$ cat src/rtl/es_pkg.sv
// Shared types and constants for the es_ports peripheral I/O stage.
package es_pkg;

  localparam int NPORTS = 4;
  localparam int PORT_W = 8;
  localparam int ID_W   = 2;

  typedef logic [PORT_W-1:0] port_word_t;
  typedef logic [ID_W-1:0]   port_id_t;

endpackage

$ cat src/rtl/es_fifo.sv
// Single-clock synchronous FIFO for one external input channel.
// dout shows the head word, or zero when empty; there is no push-to-head bypass.
module es_fifo #(
  parameter int DEPTH  = 4,
  parameter int PORT_W = 8
) (
  input  logic              clk,
  input  logic              reset,
  input  logic              push,
  input  logic              pop,
  input  logic [PORT_W-1:0] din,
  output logic [PORT_W-1:0] dout,
  output logic              empty,
  output logic              full,
  output logic              underflow
);

  localparam int AW = $clog2(DEPTH);
  localparam int CW = AW + 1;

  logic [PORT_W-1:0] mem [DEPTH];
  logic [AW-1:0]     wr_ptr;
  logic [AW-1:0]     rd_ptr;
  logic [CW-1:0]     count;
  logic              do_push;
  logic              do_pop;

  assign empty     = (count == '0);
  assign full      = (count == CW'(DEPTH));
  assign do_push   = push && !full;
  assign do_pop    = pop && !empty;
  assign underflow = pop && empty;
  assign dout      = empty ? '0 : mem[rd_ptr];

  // Pointers wrap naturally because DEPTH is a power of two.
  always_ff @(posedge clk) begin
    if (reset) begin
      wr_ptr <= '0;
      rd_ptr <= '0;
      count  <= '0;
    end else begin
      if (do_push) wr_ptr <= wr_ptr + AW'(1);
      if (do_pop)  rd_ptr <= rd_ptr + AW'(1);
      if (do_push && !do_pop)      count <= count + CW'(1);
      else if (do_pop && !do_push) count <= count - CW'(1);
    end
  end

  always_ff @(posedge clk) begin
    if (do_push && !reset) mem[wr_ptr] <= din;
  end

endmodule

$ cat src/rtl/es_ports.sv
// Peripheral I/O stage: four latched output ports with write strobes and four
// buffered input channels. Define ES_UNDERFLOW_ERR_EN for sticky underflow flags.
module es_ports
  import es_pkg::*;
#(
  parameter int DEPTH = 4
) (
  input  logic                     clk,
  input  logic                     reset,
  input  logic [PORT_W-1:0]        data_mem,
  input  logic [PORT_W-1:0]        data_reg,
  input  logic [ID_W-1:0]          id_out,
  input  logic [ID_W-1:0]          id_in,
  input  logic                     we_out,
  input  logic                     s_src,
  input  logic                     re_in,
  output logic [PORT_W-1:0]        data_in,
  output logic                     in_avail,
  input  logic [NPORTS*PORT_W-1:0] ext_in,
  input  logic [NPORTS-1:0]        ext_in_valid,
  output logic [NPORTS-1:0]        ext_in_ready,
  output logic [NPORTS*PORT_W-1:0] port_out,
  output logic [NPORTS-1:0]        out_stb,
  output logic [NPORTS-1:0]        err
);

  port_word_t        port_q [NPORTS];
  port_word_t        head   [NPORTS];
  logic [NPORTS-1:0] empty;
  logic [NPORTS-1:0] full;
  logic [NPORTS-1:0] underflow;
  port_word_t        wr_word;

  assign wr_word = s_src ? data_reg : data_mem;

  always_ff @(posedge clk) begin
    if (reset) begin
      for (int k = 0; k < NPORTS; k++) port_q[k] <= '0;
      out_stb <= '0;
    end else begin
      out_stb <= '0;
      if (we_out) begin
        port_q[id_out]  <= wr_word;
        out_stb[id_out] <= 1'b1;
      end
    end
  end

  for (genvar k = 0; k < NPORTS; k++) begin : g_ch
    es_fifo #(
      .DEPTH  (DEPTH),
      .PORT_W (PORT_W)
    ) u_fifo (
      .clk       (clk),
      .reset     (reset),
      .push      (ext_in_valid[k] && ext_in_ready[k]),
      .pop       (re_in && (id_in == port_id_t'(k))),
      .din       (ext_in[k*PORT_W +: PORT_W]),
      .dout      (head[k]),
      .empty     (empty[k]),
      .full      (full[k]),
      .underflow (underflow[k])
    );
    assign port_out[k*PORT_W +: PORT_W] = port_q[k];
    assign ext_in_ready[k]              = !full[k];
  end

  // The FIFO already returns zero on empty, so the read mux needs no extra gating.
  assign data_in  = head[id_in];
  assign in_avail = !empty[id_in];

`ifdef ES_UNDERFLOW_ERR_EN
  always_ff @(posedge clk) begin
    if (reset) err <= '0;
    else       err <= err | underflow;
  end
`else
  logic unused_underflow;
  assign unused_underflow = |underflow;
  assign err              = '0;
`endif

endmodule
$ cat config.mk
export PLATFORM = sky130hd
export DESIGN_NAME = es_ports
export DESIGN_NICKNAME = d
export VERILOG_FILES = /design/src/rtl/es_pkg.sv /design/src/rtl/es_fifo.sv /design/src/rtl/es_ports.sv
export SDC_FILE = /design/constraint.sdc
export NUM_CORES = 1
export LEC_CHECK = 0
export ABC_AREA = 1
export CAP_MARGIN = 20
export CORE_MARGIN = 2
export CORE_UTILIZATION = 29
export DETAILED_ROUTE_END_ITERATION = 6
export GPL_TIMING_DRIVEN = 0
export PLACE_DENSITY_LB_ADDON = 0.25
export SLEW_MARGIN = 30
export SYNTH_ARGS = -nofsm -noshare
export SYNTH_HDL_FRONTEND = slang
export SYNTH_SLANG_ARGS = --single-unit
$ cat constraint.sdc
create_clock -name clk -period 2 [get_ports clk]
set_input_delay 0.6 -clock clk [delete_from_list [all_inputs] [get_ports clk]]
set_output_delay 0.6 -clock clk [all_outputs]
set_load 0.03 [all_outputs]
==> results of run 1 <==
==> state kept, by name, summed over array words and instances, names as in the netlist, named ones only <==
| register | cells |
|---|---|
| g_ch.u_fifo.wr_ptr | 8 |
| g_ch.u_fifo.rd_ptr | 8 |
| port_q | 32 |
| out_stb | 4 |
| g_ch.u_fifo.mem | 128 |
| g_ch.u_fifo.count | 12 |
==> Yosys cell counts (2+ instances only) <==
| cell type | instances | area share [%] |
|---|---|---|
| nand2_1 | 236 | 10 |
| nand3_2 | 7 | 0.79 |
| or2_2 | 3 | 0.21 |
| a21oi_4 | 2 | 0.37 |
| buf_2 | 11 | 0.62 |
| edfxtp_1 | 160 | 54 |
| nand3_1 | 83 | 4.7 |
| inv_2 | 12 | 0.51 |
| nor2_4 | 2 | 0.26 |
| nor3_2 | 11 | 1.2 |
| o21ai_0 | 19 | 1.1 |
| xor2_1 | 6 | 0.60 |
| ha_1 | 20 | 2.8 |
| buf_4 | 10 | 0.85 |
| nor2_1 | 71 | 3.0 |
| inv_1 | 122 | 5.2 |
| fa_1 | 4 | 0.91 |
| dfxtp_1 | 40 | 9.1 |
| a21oi_1 | 28 | 1.6 |
| nor2_2 | 2 | 0.14 |
| buf_6 | 4 | 0.51 |
==> logic make-up after synthesis <==
| group | count (synthesis) |
|---|---|
| compound gates | 51 |
| fa+ha+maj | 24 |
| xor+xnor | 6 |
| simple gates | 420 |
| buf+inv | 162 |
| other cells | 1 |
| flops | 200 |
==> layout make-up <==
class	count	area (sq um)
clock inverters	14	148
well taps	390	488
multi-input cells	505	2950
inverters	134	561
repair buffers	154	1500
repair inverters	2	15.0
flip-flops and latches	200	5640
fillers	2910	17800
diodes	1	2.50
clock buffers	18	429
plain buffers	27	297
==> worst register-to-register path, delay by kind of cell (launching register included) <==
kind	cells	cell delay, ns
simple gates	4	0.53
fa+ha+maj	2	0.49
flops	1	0.36
buf+inv	4	0.28
compound gates	2	0.18
==> per-layer routing <==
| metal | GRT usage (%) | part of all wire [%] |
|---|---|---|
| met1 | 16.9 | 43 |
| met2 | 23.0 | 48 |
| met3 | 4.86 | 7.8 |
| met4 | 3.76 | 0.89 |
| met5 | 0 | 0.060 |
==> final timing paths <==
path	start	to	slack (ns)	cells past startpoint
max	flip-flop	data_in[3]	-0.32	11
min	reset	flip-flop	0.40	2
max reg2reg	g_ch[2].u_fifo.count[0]$_SDFFE_PP0P_	g_ch[2].u_fifo.count[2]$_SDFFE_PP0P_	0.08	12
min reg2reg	g_ch[0].u_fifo.rd_ptr[1]$_SDFFE_PP0P_	flip-flop	0.49	2
==> power groups by stage <==
stage	clock, W	combinational [W]	sequential, W
after floorplan	0	0.00113	0.00506
after global placement	0	0.00197	0.00497
after detailed placement	0	0.00199	0.00498
after CTS	0.00345	0.00230	0.00490
after global routing	0.00360	0.00277	0.00494
final	0.00337	0.00253	0.00491
==> through the flow <==
stage,util (%),hold slack [ns],TNS [ns],power [W],std cells
after global placement,34.9,0.478,-84.48,0.00695,1364
after global routing,40.4,0.387,-3.72,0.0113,1445
after floorplan,-,0.458,-0.00978,0.00619,867
after CTS,39.0,0.380,-2.87,0.0107,1428
final,40.4,0.399,-2.62,0.0108,1445
after detailed placement,34.9,0.484,-85.68,0.00697,1364
==> what timing repair did <==
| action | 4_1_cts | 5_1_grt |
|---|---|---|
| gates resized for setup | 243 | 88 |
| buffers inserted | 29 | 15 |
| cloned | 3 | 3 |
| pin swaps | 36 | 38 |
| endpoints found under the hold margin | 0 | 0 |
| endpoints found under the setup margin | 117 | 50 |
==> reports/qor.csv, run 1 <==
metric,value,unit
status,finished with violations,
failing checks,negative setup slack,
"most common cell after layout, fill and taps aside",nand2_1,
CP startpoint kind,flip-flop,
simple-gate share of the synthesized area,20.8,%
CP arrival,1.72,ns
first-pass GRT wire length,33000,um
final worst setup slack,-0.317,ns
Initial Utilization,29.6,%
DR WL/cell,15.0,um
critical path capture point type,primary output,
boundary pin count,114,
Num CTS Buffers,17,
final worst-path cycle share,116,%
layout cells sized above 1,27.7,%
XOR/XNOR share of the synthesized area,0.596,%
Remaining DRCs,0,
Die H,178,um
Clock Latency Late Sink,0.44,ns
Post-Syn Area,8820,sq um
Mapped Cells,864,
TritonCTS clock tree,done,
main combinational cell family by area after synthesis,simple AND/OR/NAND/NOR gates,
DP Area,10400,sq um
critical-path cell list,buf_6 > clkinv_8 > clkbuf_16 > nand2_1 > nand3_1 > nand2_1 > nand2_1 > nand2_1 > nand2_1 > nand2_1 > buf_6,
DR vias,6205,
"Seq/Total Area, Yosys",63.5,%
compound-gate portion of the synthesized area,3.19,%
"EDFF count, synth",160,
VDD IR max,533,uV
DP Worst Slack,-1.50,ns
Die ar.,31800,sq um
"Buf+Inv Stages, Crit Path",4,
worst rel slew slack,45.1,%
P_leak,4.95,nW
Detailed Route WL,21700,um
max_cap viols,0,
post-detailed-route count of antenna-violating nets,0,
"CTS clk-pin slew, worst paths",0.07,ns
most frequent cells in the layout,"nand2_1 (190), edfxtp_1 (160), inv_1 (105), nor2_1 (65), clkdlybuf4s50_1 (51)",
First-pass DRT Iterations,4,
Syn. warnings,0,
top_reg_cell synth,edfxtp_1,
clock sink count,200,
Slew Limit Fails,0,
Top delay family on crit path,buffers and inverters,
Synth async-reset ratio,0,%
Hold Buf Count CTS,0,
part of the power in combinational logic,23.4,%
Critical-path top delay cell,dfxtp_2,
Root Buffer,clkbuf_16,
via/cell ratio,4.29,
Final Critical Period,2.32,ns
largest net degree at the start of global routing,21,
Layout area overhead,36.3,%
First DRT Iteration DRCs,308,
GR Overflow Total,0,
critical path class,reg -> out,
Yosys reg bits,200,
Std-Cell Rows,63,
Final Setup Violations,11,
"Largest stage delay, worst path",0.33,ns
FMAX,432,MHz
Clock Power Share,31.2,%
"Avg Cell Area, Syn",10.2,sq um
P_int,0.00748,W
vias in the first global route,6141,
Switching Share,30.7,%
core region area,29800,sq um
CTS HTree Levels,4,
P per Cell Area,899,nW/um^2
Worst-Margin Slew,0.820,ns
Synth cell types,32,
clock tree buffer depth,2,
GP Congestion,0.756,
Clock Skews,0.0114,ns
die span in x,178,um
nets,1126,
"Hold Vio Cnt, Final",0,
mux contribution to synthesized area,0,%
Critical Path RT,1.40,ns
RSZ-0062 raised after global routing,yes,
Critical Path Most Common Cell,nand2_1,
HP Class,in -> reg,
CP max FO,5,
initial antenna violation count,2,
P_sw,0.00332,W
post-DP HPWL,14500,um
Post-Synth Adder-Cell Area,3.74,%
design area,12000,sq um
GRT Overall Usage,13.8,%
Sequential Power Share,45.4,%
port buffer count,107,
No activity file was read; power rests on OpenSTA's default activity.
==> run 2: changes to the inputs <==
- SETUP_SLACK_MARGIN: default -> 0.3
==> reports/qor.csv, run 2 (synthesis gave the netlist of run 1 again) <==
metric,value,unit,change
post-detailed-route count of antenna-violating nets,0,,unchanged
clock sink count,200,,unchanged
max_cap viols,0,,unchanged
nets,1133,,+0.62%
clock tree buffer depth,2,,unchanged
"CTS clk-pin slew, worst paths",0.07,ns,about the same
VDD IR max,582,uV,+9.1%
Die ar.,31800,sq um,unchanged
Std-Cell Rows,63,,unchanged
Largest register FFs,128,,unchanged
via/cell ratio,4.27,,-0.65%
Reg area,5640,sq um,about the same
status,finished with violations,,
TritonCTS clock tree,done,,
failing checks,negative setup slack,,
post-DP HPWL,14300,um,-1.9%
core region area,29800,sq um,unchanged
final worst-path cycle share,116,%,-0.31 points
P_leak,5.00,nW,+1.1%
FMAX,433,MHz,+0.27%
Filler Cells Inserted,2836,,-2.5%
most frequent cells in the layout,"edfxtp_1 (160), nand2_1 (152), inv_1 (104), nand2_2 (62), nor2_1 (52)",,
Final Critical Period,2.31,ns,-0.00626 ns
Final Util,41.7,%,+1.3 points
Root Buffer,clkbuf_16,,
critical path class,reg -> out,,
Clock Latency Late Sink,0.44,ns,about the same
Layout area overhead,40.8,%,
port buffer count,107,,unchanged
GP Congestion,0.733,,-3.1%
setup TNS after final layout,-2.54,ns,+0.0827 ns
CP arrival,1.71,ns,about the same
First-pass DRT Iterations,5,,+1
CP startpoint kind,flip-flop,,
critical path capture point type,primary output,,
RSZ-0062 raised after global routing,yes,,
Register-to-Register Path Depth,12,,unchanged
Ant. Diodes,0,,-1
die span in x,178,um,unchanged
Detailed Route WL,21000,um,-3.0%
Clock Skews,0.0156,ns,+0.00426 ns
P per Cell Area,899,nW/um^2,about the same
Final Setup Violations,9,,-2
first-pass GRT wire length,32500,um,-1.5%
CTS HTree Levels,4,,unchanged
Cells on Worst Hold Path,2,,unchanged
vias in the first global route,6162,,+0.34%
initial antenna violation count,1,,-1
Die H,178,um,unchanged
final worst setup slack,-0.310,ns,+0.00626 ns
layout cells sized above 1,38.4,%,+11 points
"most common cell after layout, fill and taps aside",edfxtp_1,,
DR vias,6190,,-0.24%
boundary pin count,114,,unchanged
GR Overflow Total,0,,unchanged
Critical Path RT,1.40,ns,about the same
"Most flops, register",g_ch.u_fifo.mem,,
top flop regs,"g_ch.u_fifo.mem: 128 flops, port_q: 32 flops, g_ch.u_fifo.count: 12 flops",,
Num CTS Buffers,17,,unchanged
HP Class,in -> reg,,
"Hold Vio Cnt, Final",0,,unchanged
Initial Utilization,29.6,%,unchanged
DR WL/cell,14.5,um,-3.4%
CP max FO,4,,-1
Slew Limit Fails,0,,unchanged
area of the multi-input gates,3350,sq um,+14%
Remaining DRCs,0,,unchanged
GRT Overall Usage,13.5,%,-0.27 points
largest net degree at the start of global routing,18,,-14%
DP Worst Slack,-1.61,ns,-0.111 ns
First DRT Iteration DRCs,312,,+1.3%
run 2: cell count changes in the layout (fill, tap and decap cells not counted), sizes merged:
cell,previous run,this run
diode,1,0
dlygate4sd2,39,4
clkinv,6,5
buf,82,130
clkinvlp,7,8
bufinv,0,1
inv,137,133
dlymetal6s2s,2,0
clkbuf,23,21
clkdlybuf4s15,2,3
run 2: through the flow:
step	total power [W]	hold slack (ns)	std cells	area, sq um
after CTS	0.0111	0.378	1437	12100
after global placement	0.00715	0.480	1364	10700
final	0.0112	0.403	1451	12400
after global routing	0.0117	0.397	1451	12400
after detailed placement	0.00718	0.489	1364	10700
after floorplan	0.00641	0.461	867	9120
run 2: final timing paths:
check / startpoint / to / slack (ns)
setup / recovery: g_ch[3].u_fifo.count[2]$_SDFFE_PP0P_ / data_in[1] / -0.31
hold / removal: reset / flip-flop / 0.40
setup reg to reg: g_ch[3].u_fifo.count[0]$_SDFFE_PP0P_ / g_ch[3].u_fifo.count[2]$_SDFFE_PP0P_ / 0
hold reg to reg: g_ch[1].u_fifo.rd_ptr[1]$_SDFFE_PP0P_ / flip-flop / 0.49
run 2: layout make-up:
type	instances	share of cell area, %
Inverter	134	4.85
Sequential cell	200	45.4
Buffer	28	2.55
Multi-Input combinational cell	505	27.0
Clock inverter	13	0.997
Tap cell	390	3.93
Clock buffer	19	3.49
Timing Repair Buffer	162	11.8
run 2: critical path, stage by stage (launching register included):
cell and delay, ns:
dfxtp_2 0.34, inv_2 0.06, a21oi_4 0.22, buf_12 0.14
buf_16 0.11, nand3_4 0.07, nand2_2 0.07, nand2_2 0.06
nand2_4 0.09, buf_6 0.13
run 2: where the power goes:
group / total (W) / switching, W / internal [W]
Combinational: 0.00293 / 0.00166 / 0.00127
Sequential: 0.00491 / 0.000127 / 0.00479
Clock: 0.00332 / 0.00158 / 0.00173
Total: 0.0112 / 0.00337 / 0.00779
run 2: layer usage:
layer	vias to the layer above	share of wire, %	GRT usage [%]
met5	-	0.062	0
met4	2	1.2	3.35
met3	22	4.9	3.30
met2	125	48	22.7
met1	2884	45	17.5
li1	3157	-	-
run 2: what timing repair did:
item,CTS,global route
hold buffers,0,0
setup buffers,38,13
pin swaps,81,38
gates cloned,3,1
gates resized for setup,464,65
endpoints found under the setup margin,203,106
==> patch, RTL diff (config.mk and constraints of run 2) <==
Build with the macro `ES_UNDERFLOW_ERR_EN` defined.
--- a/src/rtl/es_ports.sv
+++ b/src/rtl/es_ports.sv
@@ -1,5 +1,7 @@
 // Peripheral I/O stage: four latched output ports with write strobes and four
 // buffered input channels. Define ES_UNDERFLOW_ERR_EN for sticky underflow flags.
+`define ES_UNDERFLOW_ERR_EN
+
 module es_ports
   import es_pkg::*;
 #(
Behaviour: not the same (a bounded check fails within 4 cycles, from zero or initial values and one cycle with reset high).
==> patch against run 2 <==
Worst hold slack worse by 76 ps; power increased by 8.6%; largest power group unchanged; setup slack got worse by 99 ps; non-clock buffer count is 3 lower; synthesized area increased by 0.88%; the run still ends with negative setup slack left; count of clock-buffer cells in the layout rose by 10; critical path depth rose by 1; sequential cell count is 4 higher; clock skew is 7.3 ps lower; design area rose by 2.6%; first-iteration DRC count is 20% higher; wire length up 3.8%.
==> patch: results (changes against run 2) <==
placement:
  gp_congestion: 0.7484  # +2.1%
  place_worst_setup_slack_ps: -1610  # -1.440 ps
  placed_cell_area_um2: 10770  # +0.84%
  dp.cells: 1378  # +1.0%
  io_buffers: 111  # +3.7%
cells_and_area:
  final.fill_count: 2932  # +3.4%
  layout.nets: 1149  # +1.4%
  drive_gt1_share_pct: 36.60  # -1.8 points
setup_path:
  worstSetupEndpoint: "data_in[4]"
  rrSetupSlack_ps: 20  # +20 ps
  arrival_ps: 1810  # +100 ps
  slowest_delay_ps: 310  # -30 ps
  start_kind: "flop"
  r2r_start: "g_ch[1].u_fifo.count[0]"
  worst_r2r_path_depth: 13  # +1
  rr_endpoint: "g_ch[1].u_fifo.count[2]"
grt:
  grtUsageTotal_pct: 13.38  # -0.15 points
  antenna_found_initial: 2  # +1
  grt_pass1_vias: 6047  # -1.9%
  grt_max_degree: 13  # -5
  use_met2_pct: 22.08  # -0.65 points
  met1_usage_pct: 17.03  # -0.45 points
  grt_pass1_wl_um: 32640  # +0.38%
power:
  vdd_drop_max_mv: 0.6692  # +15%
  p_leak_uw: 0.005135  # +2.7%
clock_network:
  post_cts_buffers: 32  # -16%
  numCtsBuffers: 25  # +8
  cts_resized: 481  # +3.7%
  clk_pin_slew_ps: 50  # -20 ps
  htree_levels: 1  # -3
  clock_latency_ps: 520  # +80 ps
sta:
  hold_ws_ps: 326.6  # -75.95 ps
  fin_ws_ps: -409.5  # -99.17 ps
  fin_skew_ps: 8.318  # -7.321 ps
  fin_tns_setup_ps: -3509  # -970.4 ps
  setup_viol: 11  # +2
detailed_routing:
  dr.max_layer_used: "met5"
  met2_length_um: 10290  # +1.0%
  routed_via_density: 4.274  # +0.18%
  wl_met1_um: 9477  # -0.50%
  dr.pass1.iters: 4  # -1
  drtIter0Drc: 375  # +20%
  drt_wl_total_um: 21810  # +3.8%
  met3_wirelength_um: 1686  # +65%
  wl_per_cell_um: 14.75  # +1.9%
logic_synthesis:
  synth_compound_area_share_pct: 3.740  # +0.55 points
  synthTopCellsByArea: "edfxtp_1 54%, dfxtp_1 9.9%, nand2_1 9.8%, inv_1 5.4%, nand3_1 4.9%"
  ys_types: 27  # -16%
  yosysSeqAreaShare_pct: 63.88  # +0.35 points
  avgSynthCellArea_um2: 10.22  # about the same
  synthAdderAreaFrac_pct: 3.712  # -0.033 points
run_status:
  violations: "negative setup slack"
  outcome: "finished with violations"
## patch: changes by cell type after synthesis, moves of 2 or more
cell	delta
xor2_1	-2
nand2_1	-3
inv_1	+6
o21ai_2	+2
nor2_4	+4
buf_4	-5
nand3_2	-7
a21oi_1	+4
dfxtp_1	+4
buf_6	+3
nand3_1	+4
nor3_2	-2
a31oi_1	+2
o21ai_0	+3
## patch: cell type report
class,instances,area [µm²],area share (%)
clock buffer,29,640.6,5.029
clock inverter,16,100.1,0.7859
timing repair buffer,164,1558,12.23
buffer,23,266.5,2.092
sequential,204,5719,44.90
multi-input combinational,506,3324,26.10
tap,396,495.5,3.890
inverter,140,630.6,4.951
antenna,1,2.502,0.01965
## patch: where the power goes
| group | leakage, µW | switching, µW | internal (µW) |
|---|---|---|---|
| clock network | 0.000369 | 1720 | 2400 |
| registers | 0.00184 | 157 | 4880 |
| logic | 0.00293 | 1690 | 1270 |
| total | 0.00513 | 3570 | 8550 |
